--- config.mk ---
export PLATFORM = sky130hd
export DESIGN_NAME = sp_ram_ctrl
export DESIGN_NICKNAME = d
export VERILOG_FILES = /design/src/rtl/sp_ram_ctrl_pkg.sv /design/src/rtl/sp_ram_ctrl_rsp_fifo.sv /design/src/rtl/sp_ram_ctrl.sv
export SDC_FILE = /design/constraint.sdc
export NUM_CORES = 1
export LEC_CHECK = 0
export CORE_MARGIN = 5
export CORE_UTILIZATION = 39
export CTS_BUF_LIST = sky130_fd_sc_hd__clkbuf_4 sky130_fd_sc_hd__clkbuf_8
export DETAILED_ROUTE_END_ITERATION = 8
export PLACE_DENSITY = 0.87
export RECOVER_POWER = 100
export SETUP_SLACK_MARGIN = 0.3
export SYNTH_ARGS = -nofsm -noshare
export SYNTH_HDL_FRONTEND = slang
export SYNTH_SLANG_ARGS = --single-unit
--- constraint.sdc ---
create_clock -name clk -period 4 [get_ports clk]
set_clock_uncertainty 0.1 [all_clocks]
set_input_delay 0.6 -clock clk [delete_from_list [all_inputs] [get_ports clk]]
set_output_delay 0.6 -clock clk [all_outputs]
set_load 0.02 [all_outputs]
--- src/rtl/sp_ram_ctrl_pkg.sv ---
// Shared types and default widths for the single-port RAM controller.
package sp_ram_ctrl_pkg;
  localparam int DEF_ADDR_WIDTH = 10;
  localparam int DEF_DATA_WIDTH = 8;
  localparam int DEF_RSP_DEPTH  = 2;

  typedef enum logic {GNT_WR = 1'b0, GNT_RD = 1'b1} gnt_e;
endpackage

--- src/rtl/sp_ram_ctrl_rsp_fifo.sv ---
// In-order read-response buffer; storage is not reset, only pointers and occupancy.
module sp_ram_ctrl_rsp_fifo #(
  parameter int DEPTH = 2,
  parameter int WIDTH = 8
) (
  input  logic                       clk,
  input  logic                       rst_n,
  input  logic                       i_push,
  input  logic [WIDTH-1:0]           i_din,
  input  logic                       i_pop,
  output logic [WIDTH-1:0]           o_dout,
  output logic                       o_full,
  output logic                       o_empty,
  output logic [$clog2(DEPTH+1)-1:0] o_count
);
  localparam int PW = (DEPTH > 1) ? $clog2(DEPTH) : 1;
  localparam int CW = $clog2(DEPTH + 1);

  logic [WIDTH-1:0] r_mem [DEPTH];
  logic [PW-1:0]    r_wptr, r_rptr;
  logic [CW-1:0]    r_count;
  logic             w_push, w_pop;

  function automatic logic [PW-1:0] inc(input logic [PW-1:0] p);
    return (p == PW'(DEPTH - 1)) ? '0 : p + PW'(1);
  endfunction

  assign o_full  = (r_count == CW'(DEPTH));
  assign o_empty = (r_count == '0);
  assign o_count = r_count;
  assign o_dout  = r_mem[r_rptr];
  // a full buffer may still take a push when the head leaves in the same cycle
  assign w_push  = i_push && (!o_full || i_pop);
  assign w_pop   = i_pop && !o_empty;

  always_ff @(posedge clk or negedge rst_n) begin
    if (!rst_n) begin
      r_wptr  <= '0;
      r_rptr  <= '0;
      r_count <= '0;
    end else begin
      if (w_push) r_wptr <= inc(r_wptr);
      if (w_pop)  r_rptr <= inc(r_rptr);
      case ({w_push, w_pop})
        2'b10:   r_count <= r_count + CW'(1);
        2'b01:   r_count <= r_count - CW'(1);
        default: ;
      endcase
    end
  end

  always_ff @(posedge clk) begin
    if (w_push) r_mem[r_wptr] <= i_din;
  end
endmodule

--- src/rtl/sp_ram_ctrl.sv ---
// Single-port RAM controller: one RAM op per cycle, in-order buffered read responses.
// Define SP_RAM_CTRL_RR_EN for round-robin arbitration (default: write has priority).
module sp_ram_ctrl
  import sp_ram_ctrl_pkg::*;
#(
  parameter int ADDR_WIDTH = DEF_ADDR_WIDTH,
  parameter int DATA_WIDTH = DEF_DATA_WIDTH,
  parameter int RSP_DEPTH  = DEF_RSP_DEPTH
) (
  input  logic                  clk,
  input  logic                  rst_n,
  input  logic                  wr_valid,
  output logic                  wr_ready,
  input  logic [ADDR_WIDTH-1:0] wr_addr,
  input  logic [DATA_WIDTH-1:0] wr_data,
  input  logic                  rd_valid,
  output logic                  rd_ready,
  input  logic [ADDR_WIDTH-1:0] rd_addr,
  output logic                  rsp_valid,
  input  logic                  rsp_ready,
  output logic [DATA_WIDTH-1:0] rsp_data,
  output logic                  ram_we,
  output logic [ADDR_WIDTH-1:0] ram_addr,
  output logic [DATA_WIDTH-1:0] ram_din,
  input  logic [DATA_WIDTH-1:0] ram_dout
);
  localparam int CW = $clog2(RSP_DEPTH + 1);

  logic          r_active, r_rd_pend;
  logic          w_wr_hs, w_rd_hs, w_space, w_full, w_empty;
  logic [CW-1:0] w_count;

  // the in-flight RAM word already owns a buffer slot, so count it as occupied
  assign w_space = !w_full && ((int'(w_count) + int'(r_rd_pend)) < RSP_DEPTH);

`ifdef SP_RAM_CTRL_RR_EN
  gnt_e r_last;

  assign wr_ready = r_active && !(rd_valid && w_space && (r_last == GNT_WR));
  assign rd_ready = r_active && w_space && !(wr_valid && (r_last == GNT_RD));

  always_ff @(posedge clk or negedge rst_n) begin
    if (!rst_n)       r_last <= GNT_WR;
    else if (w_wr_hs) r_last <= GNT_WR;
    else if (w_rd_hs) r_last <= GNT_RD;
  end
`else
  assign wr_ready = r_active;
  assign rd_ready = r_active && !wr_valid && w_space;
`endif

  assign w_wr_hs  = wr_valid && wr_ready;
  assign w_rd_hs  = rd_valid && rd_ready;
  assign ram_we   = w_wr_hs;
  assign ram_addr = w_wr_hs ? wr_addr : rd_addr;
  assign ram_din  = wr_data;

  // r_active holds both readies low until the first clock after reset release
  always_ff @(posedge clk or negedge rst_n) begin
    if (!rst_n) begin
      r_active  <= 1'b0;
      r_rd_pend <= 1'b0;
    end else begin
      r_active  <= 1'b1;
      r_rd_pend <= w_rd_hs;
    end
  end

  sp_ram_ctrl_rsp_fifo #(.DEPTH(RSP_DEPTH), .WIDTH(DATA_WIDTH)) u_rsp_fifo (
    .clk     (clk),
    .rst_n   (rst_n),
    .i_push  (r_rd_pend),
    .i_din   (ram_dout),
    .i_pop   (rsp_ready),
    .o_dout  (rsp_data),
    .o_full  (w_full),
    .o_empty (w_empty),
    .o_count (w_count)
  );

  assign rsp_valid = !w_empty;
endmodule

==> qor.txt, run 1 <==
hold depth: 1
Slew Viols, Final: 0
Worst path most repeated cell: dlygate4sd3_1
most common cell after layout, fill and taps aside: dlygate4sd3_1
Reg clk slew, reported paths: 110 ps
largest net degree at the start of global routing: 13
dpl cells: 145
R2R setup slack: 2220 ps
Num CTS Buffers: 3
Critical Path End Type: primary output
layout cells sized above 1: 21.0%
Initial Utilization: 41.8%
post-CTS setup buffer count: 0
Worst Reg-to-Reg Cells: 5
crit-path cells: dlygate4sd3_1 > nand2_1 > mux2_2 > dlygate4sd3_1
Mapped Area: 1050 sq um
final setup vio count: 0
detailed placer's ending HPWL: 2040 microns
startpoint types: input pin
largest stage delay on the critical path: 660 ps
Final Hold Fails: 0
GRT Total Usage: 13.9%
f_max: 0.305 GHz
cts hold-fix bufs: 0
CTS H-tree lvls: 1
Die ar.: 3840 sq um
worst path arrival time: 2580 ps
CORE AREA: 2520 sq um
actual slew at the worst max-slew pin: 731 ps
clock root buffer master: clkbuf_4
drt total wl: 2520 microns
final cell count without fillers: 149
Synth Instances: 71
Peak VDD IR: 374 uV
setup ws final: 721 ps
# IOs: 71
Sink Count: 22
CP max-delay cell: dlygate4sd3_1
Critical path buffers and inverters: 2
synth warn: 0
Syn Area/Cell: 14.9 sq um
CTS resizes: 0
min-delay src: u_rsp_fifo.r_wptr
Inserted Diodes: 0
delay-heaviest family, CP: buffers and inverters
Critical Path RT: 3300 ps
Nets: 162
status: complete, no violations
most frequent cells in the layout: dlygate4sd3_1, clkdlybuf4s50_1, mux2_2
die height: 62.0 microns
grt total ovfl: 0
RD Place Congestion: 0.656
worst r2r dst: u_rsp_fifo.o_count[1]
Clock Latency Late Sink: 300 ps
min Tclk post-route: 3280 ps
Static Leak: 0.000592 uW
RSZ-0062 raised after global routing: false
FF-to-FF Start: u_rsp_fifo.o_count[1]
vias after detailed routing: 711
setup_tns: 0 ps
DR iter-0 viols: 8
Slew HR: 51.1%
Yosys cell types: 18
initial antenna violation count: 0
max cap viols: 0
syn nets: 113
row count: 18
Setup Crit Path Kind: input pin to primary output
CTS Buffer Depth: 2
Antenna Violating Nets Remaining: 0
vias per cell: 4.77
PortBufs: 54
DP Worst Slack: 950 ps
# DRC: 0
Yosys reg bits: 22
Die W: 62.0 microns
CP Max Fanout: 11
Pwr Density: 442 nW/um^2
period utilisation layout: 82.0%
hold crit path type: flip-flop to flip-flop
sequential area share after synthesis: 59.8%
first-pass GRT wire length: 3840 microns
vias in the first global route: 846
WL/cell: 16.9 microns
Syn-to-layout area delta: 49.7%
first-pass detailed-route iteration total: 3
CTS tree: built
Hold Path End: u_rsp_fifo.r_wptr
## registers in the layout, summed over array words and instances, names as in the netlist
signal,cells
wr_ready,1
r_rd_pend,1
u_rsp_fifo.r_rptr,1
u_rsp_fifo.r_mem,16
u_rsp_fifo.r_wptr,1
u_rsp_fifo.o_count,2
## cells in the mapped netlist
master    instances  share of area, %
and2_4            1              0.83
nor2_1            3               1.1
inv_1             2              0.71
ha_1              1               1.2
o31ai_4           1               2.0
dfrtp_1           6                14
edfxtp_1         16                46
nand2_1           3               1.1
mux2_2           18                19
nor4b_1           1              0.83
inv_2             1              0.36
conb_1            1              0.36
or2_1             1              0.59
xnor2_1           4               3.3
xor2_2            1               1.5
buf_2             2              0.95
nor3_1            1              0.47
buf_4             8               5.7
## kinds of logic (layout without fill, tap and decap cells)
group / count (synthesis) / after routing / synth area share [%]
AOI/OAI and AO/OA: 1 / 1 / 2.02
xor gates and xnor gates: 5 / 5 / 4.86
adders and majority gates: 1 / 1 / 1.19
buffers and inverters: 13 / 61 / 7.71
DFF: 22 / 22 / 59.8
muxes: 18 / 18 / 19.2
other: 1 / 1 / 0.356
and+or+nand+nor: 10 / 10 / 4.86
## metrics by stage
stage	total power [uW]	hold WS [ps]	utilization (%)	area [sq um]
global placement	610	381	62.0	1560
finish	698	410	62.6	1580
floorplan	502	204	-	1050
detailed placement	622	388	62.0	1560
global route	737	436	62.6	1580
CTS	729	407	63.1	1590
## area by class of cell
type	instances	area, sq um
fill	215	943
sequential	22	631
timing repair buffer	54	541
multi-input combinational	36	329
tap	30	37.5
clock buffer	4	30.0
inverter	3	11.3
## worst max path at each step
stage | cells past startpoint | slack (ps) | end | start
floorplan | 3 | 2030 | ram_addr[0] | wr_valid
global placement | 4 | 1000 | ram_addr[0] | wr_valid
detailed placement | 4 | 950 | ram_addr[1] | wr_valid
CTS | 4 | 940 | ram_addr[1] | wr_valid
global route | 4 | 640 | ram_addr[1] | wr_valid
finish | 4 | 720 | ram_addr[1] | wr_valid
## report_power, final
group / switching (uW) / leakage (uW) / internal, uW
Clock: 62.2 / 0.0000184 / 45.6
Combinational: 119 / 0.000358 / 151
Sequential: 43.3 / 0.000217 / 277
Total: 224 / 0.000592 / 473
## per-layer routing
layer | vias to the layer above | share of wire [%] | global-route usage (%)
met5 | - | 0 | 0
met4 | 0 | 2.4 | 5.45
met3 | 6 | 4.2 | 2.48
met2 | 21 | 61 | 27.8
met1 | 345 | 33 | 13.8
li1 | 339 | - | -
No activity file was read; power rests on OpenSTA's default activity.
==> inputs of run 2 (changes only) <==
- CORE_UTILIZATION: 39 -> 36
- PLACE_DENSITY: 0.87 -> 0.81
- clock period: 4 -> 3.3 ns (I/O delays scaled with it)
==> qor.txt, run 2 (same netlist as run 1, synthesis figures left out) <==
worst path arrival time: 2330 ps
die height: 64.1 microns
WL/cell: 16.7 microns
final core utilization: 56.8%
vias in the first global route: 749
max FFs per register: 16
status: complete, no violations
CP max-delay cell: dlygate4sd3_1
Slew HR: 52.6%
post-CTS setup buffer count: 0
Worst Reg-to-Reg Cells: 5
CTS Buffer Depth: 2
vias per cell: 4.55
DR iter-0 viols: 10
Sink Count: 22
largest net degree at the start of global routing: 13
Static Leak: 0.000592 uW
Final Hold Fails: 0
worst r2r dst: u_rsp_fifo.o_count[1]
Initial Utilization: 37.9%
Critical Path RT: 2700 ps
first-pass detailed-route iteration total: 2
Die W: 64.1 microns
f_max: 0.342 GHz
Slew Viols, Final: 0
hold crit path type: input pin to async pin
Antenna Violating Nets Remaining: 0
Peak VDD IR: 364 uV
Hold Slack: 380 ps
final setup vio count: 0
initial antenna violation count: 0
first-pass GRT wire length: 3960 microns
largest stage delay on the critical path: 650 ps
Pwr Density: 531 nW/um^2
grt total ovfl: 0
Syn-to-layout area delta: 49.8%
GRT Total Usage: 12.3%
most frequent cells in the layout: dlygate4sd3_1, clkdlybuf4s50_1, mux2_2
setup_tns: 0 ps
clock root buffer master: clkbuf_4
FF-to-FF Start: u_rsp_fifo.o_count[1]
min Tclk post-route: 2920 ps
Num CTS Buffers: 3
row count: 19
Largest Register: u_rsp_fifo.r_mem
RD Place Congestion: 0.816
max cap viols: 0
most common cell after layout, fill and taps aside: dlygate4sd3_1
layout cells sized above 1: 21.0%
CTS tree: built
crit-path cells: clkdlybuf4s50_1 > nand2_1 > mux2_2 > dlygate4sd3_1
startpoint types: input pin
PortBufs: 54
cts hold-fix bufs: 0
detailed placer's ending HPWL: 2100 microns
Nets: 162
CORE AREA: 2780 sq um
CTS H-tree lvls: 1
Die ar.: 4110 sq um
Critical Path End Type: primary output
R2R setup slack: 1520 ps
CTS resizes: 0
# IOs: 71
Inserted Diodes: 0
actual slew at the worst max-slew pin: 709 ps
Clock Latency Late Sink: 300 ps
drt total wl: 2500 microns
period utilisation layout: 88.6%
vias after detailed routing: 682
RSZ-0062 raised after global routing: false
Reg clk slew, reported paths: 120 ps
# DRC: 0
CP Max Fanout: 11
Setup Crit Path Kind: input pin to primary output
## run 2: worst max-delay path, delay by kind of cell
kind	cells	cell delay [ps]
buffers and inverters	2	1090
multiplexers	1	390
AND/OR/NAND/NOR	1	350
## run 2: worst max-delay path by stage
stage               startpoint           to  slack [ps]  depth (start not counted)
finish                wr_valid  ram_addr[9]         380                          4
floorplan             wr_ready  ram_addr[0]        1540                          3
CTS                   wr_valid  ram_addr[9]         490                          4
global route          wr_valid  ram_addr[9]         320                          4
detailed placement    wr_valid  ram_addr[9]         490                          4
global placement      wr_valid  ram_addr[4]         520                          4
## run 2: stage by stage
stage          power, uW  instances  instance area (sq um)  worst slack, ps
3_5_place_dp         748        146                   1560              491
2_1_floorplan        609         71                   1050             1540
4_1_cts              878        150                   1590              489
6_report             839        150                   1580              376
5_1_grt              885        150                   1580              316
3_3_place_gp         741        146                   1560              520
## run 2: cell type report
class                   count  area [sq um]
clock buffers               4          30.0
well taps                  31          38.8
flip-flops and latches     22           631
repair buffers             54           541
fillers                   239          1200
multi-input cells          36           329
inverters                   3          11.3
## run 2: power breakdown
part	internal [uW]	switching (uW)	total [uW]
sequential	336	50.6	386
clock	55.3	75.1	130
combinational	183	140	323
total	574	265	839
## run 2: metal layers
| layer | vias up | track usage, % | wire length (microns) |
|---|---|---|---|
| met5 | - | 0 | 0 |
| met4 | 0 | 3.31 | 19 |
| met3 | 2 | 2.45 | 69 |
| met2 | 21 | 21.1 | 1350 |
| met1 | 323 | 15.9 | 1060 |
| li1 | 336 | - | - |
==> inputs of run 3 (changes only) <==
- CORE_UTILIZATION: 36 -> 35
- CTS_BUF_LIST: sky130_fd_sc_hd__clkbuf_4 sky130_fd_sc_hd__clkbuf_8 -> default
- PLACE_DENSITY: 0.81 -> 0.79
==> qor.txt, run 3 (same netlist as run 1, synthesis figures left out) <==
Nets: 162
Num CTS Buffers: 3
FF-to-FF Start: u_rsp_fifo.o_count[1]
Peak VDD IR: 216 uV
Critical Path RT: 2700 ps
largest net degree at the start of global routing: 13
CTS Buffer Depth: 2
Seq pwr share: 47.0%
final setup vio count: 0
min Tclk post-route: 2890 ps
Slew Viols, Final: 0
CTS H-tree lvls: 1
worst r2r dst: u_rsp_fifo.o_count[1]
vias after detailed routing: 717
Net Switching: 261 uW
Antenna Violating Nets Remaining: 0
Pwr Density: 523 nW/um^2
f_max: 0.346 GHz
layout cells sized above 1: 20.2%
Critical Path End Type: primary output
# DRC: 0
switching share of power: 31.6%
most common cell after layout, fill and taps aside: dlygate4sd3_1
Final Hold Fails: 0
# IOs: 71
WL/cell: 13.8 microns
Static Leak: 0.000589 uW
Sink Count: 22
Worst Reg-to-Reg Cells: 5
setup_tns: 0 ps
vias in the first global route: 833
drt total wl: 2110 microns
first-pass GRT wire length: 3360 microns
die height: 64.9 microns
internal power: 566 uW
Initial Utilization: 35.4%
Syn-to-layout area delta: 49.7%
initial antenna violation count: 0
R2R setup slack: 1510 ps
period utilisation layout: 87.5%
Reg clk slew, reported paths: 100 ps
clock root buffer master: clkbuf_4
Die ar.: 4210 sq um
final core utilization: 53.0%
Hold Slack: 400 ps
hold crit path type: input pin to async pin
status: complete, no violations
CP Max Fanout: 11
RD Place Congestion: 0.699
Setup Crit Path Kind: input pin to primary output
Die W: 64.9 microns
combinational share of power: 38.8%
CTS tree: built
most frequent cells in the layout: dlygate4sd3_1, clkdlybuf4s50_1, mux2_2
actual slew at the worst max-slew pin: 689 ps
CTS resizes: 0
Largest Register: u_rsp_fifo.r_mem
GRT Total Usage: 10.4%
Inserted Diodes: 0
startpoint types: input pin
CORE AREA: 2980 sq um
detailed placer's ending HPWL: 1790 microns
Slew HR: 53.9%
fill cell count: 265
RSZ-0062 raised after global routing: false
cts hold-fix bufs: 0
Clock Latency Late Sink: 290 ps
max cap viols: 0
max FFs per register: 16
PortBufs: 54
DR iter-0 viols: 15
first-pass detailed-route iteration total: 4
post-CTS setup buffer count: 0
vias per cell: 4.72
row count: 20
Clk network pwr share: 14.2%
grt total ovfl: 0
worst path arrival time: 2290 ps
[run 3: power by group through the flow]
stage / combinational, uW / clock [uW] / sequential, uW
after detailed placement: 352 / 0 / 399
after global placement: 343 / 0 / 395
after floorplan: 241 / 0 / 368
final: 321 / 118 / 388
after global routing: 344 / 136 / 395
after CTS: 354 / 123 / 393
[run 3: how the worst max path moves through the flow]
stage	to	cells after the start	from	slack [ps]
2_1_floorplan	ram_addr[0]	3	wr_ready	1540
3_3_place_gp	ram_addr[2]	4	wr_valid	520
3_5_place_dp	ram_addr[8]	4	wr_valid	490
4_1_cts	ram_addr[4]	4	wr_valid	490
5_1_grt	ram_addr[6]	4	wr_valid	300
6_report	ram_addr[8]	4	wr_valid	410
[run 3: worst max-delay path: stages]
cell and delay (ps):
clkdlybuf4s50_1 440, nand2_1 330, mux2_2 380, dlygate4sd3_1 650
[run 3: final cells by class]
class | count | area (sq um) | share of cell area [%]
clock buffers | 4 | 26.3 | 1.66
inverters | 3 | 11.3 | 0.713
multi-input cells | 36 | 329 | 20.8
repair buffers | 54 | 541 | 34.2
well taps | 33 | 41.3 | 2.61
flip-flops and latches | 22 | 631 | 39.9
[run 3: per-stage QoR]
stage,instance area (sq um),cells,total power (uW),worst slack (ps)
CTS,1590,152,869,494
floorplan,1050,71,609,1540
finish,1580,152,827,412
global route,1580,152,875,302
global placement,1570,148,738,518
detailed placement,1570,148,751,487
[run 3: routing by layer]
| metal | up-vias | wire length (microns) | global-route usage [%] | part of all wire [%] |
|---|---|---|---|---|
| met2 | 47 | 1080 | 20.1 | 51 |
| met4 | 0 | 38 | 4.22 | 1.8 |
| met1 | 328 | 708 | 9.10 | 34 |
| met3 | 8 | 281 | 4.51 | 13 |
| met5 | - | 0 | 0 | 0 |
| li1 | 334 | - | - | - |
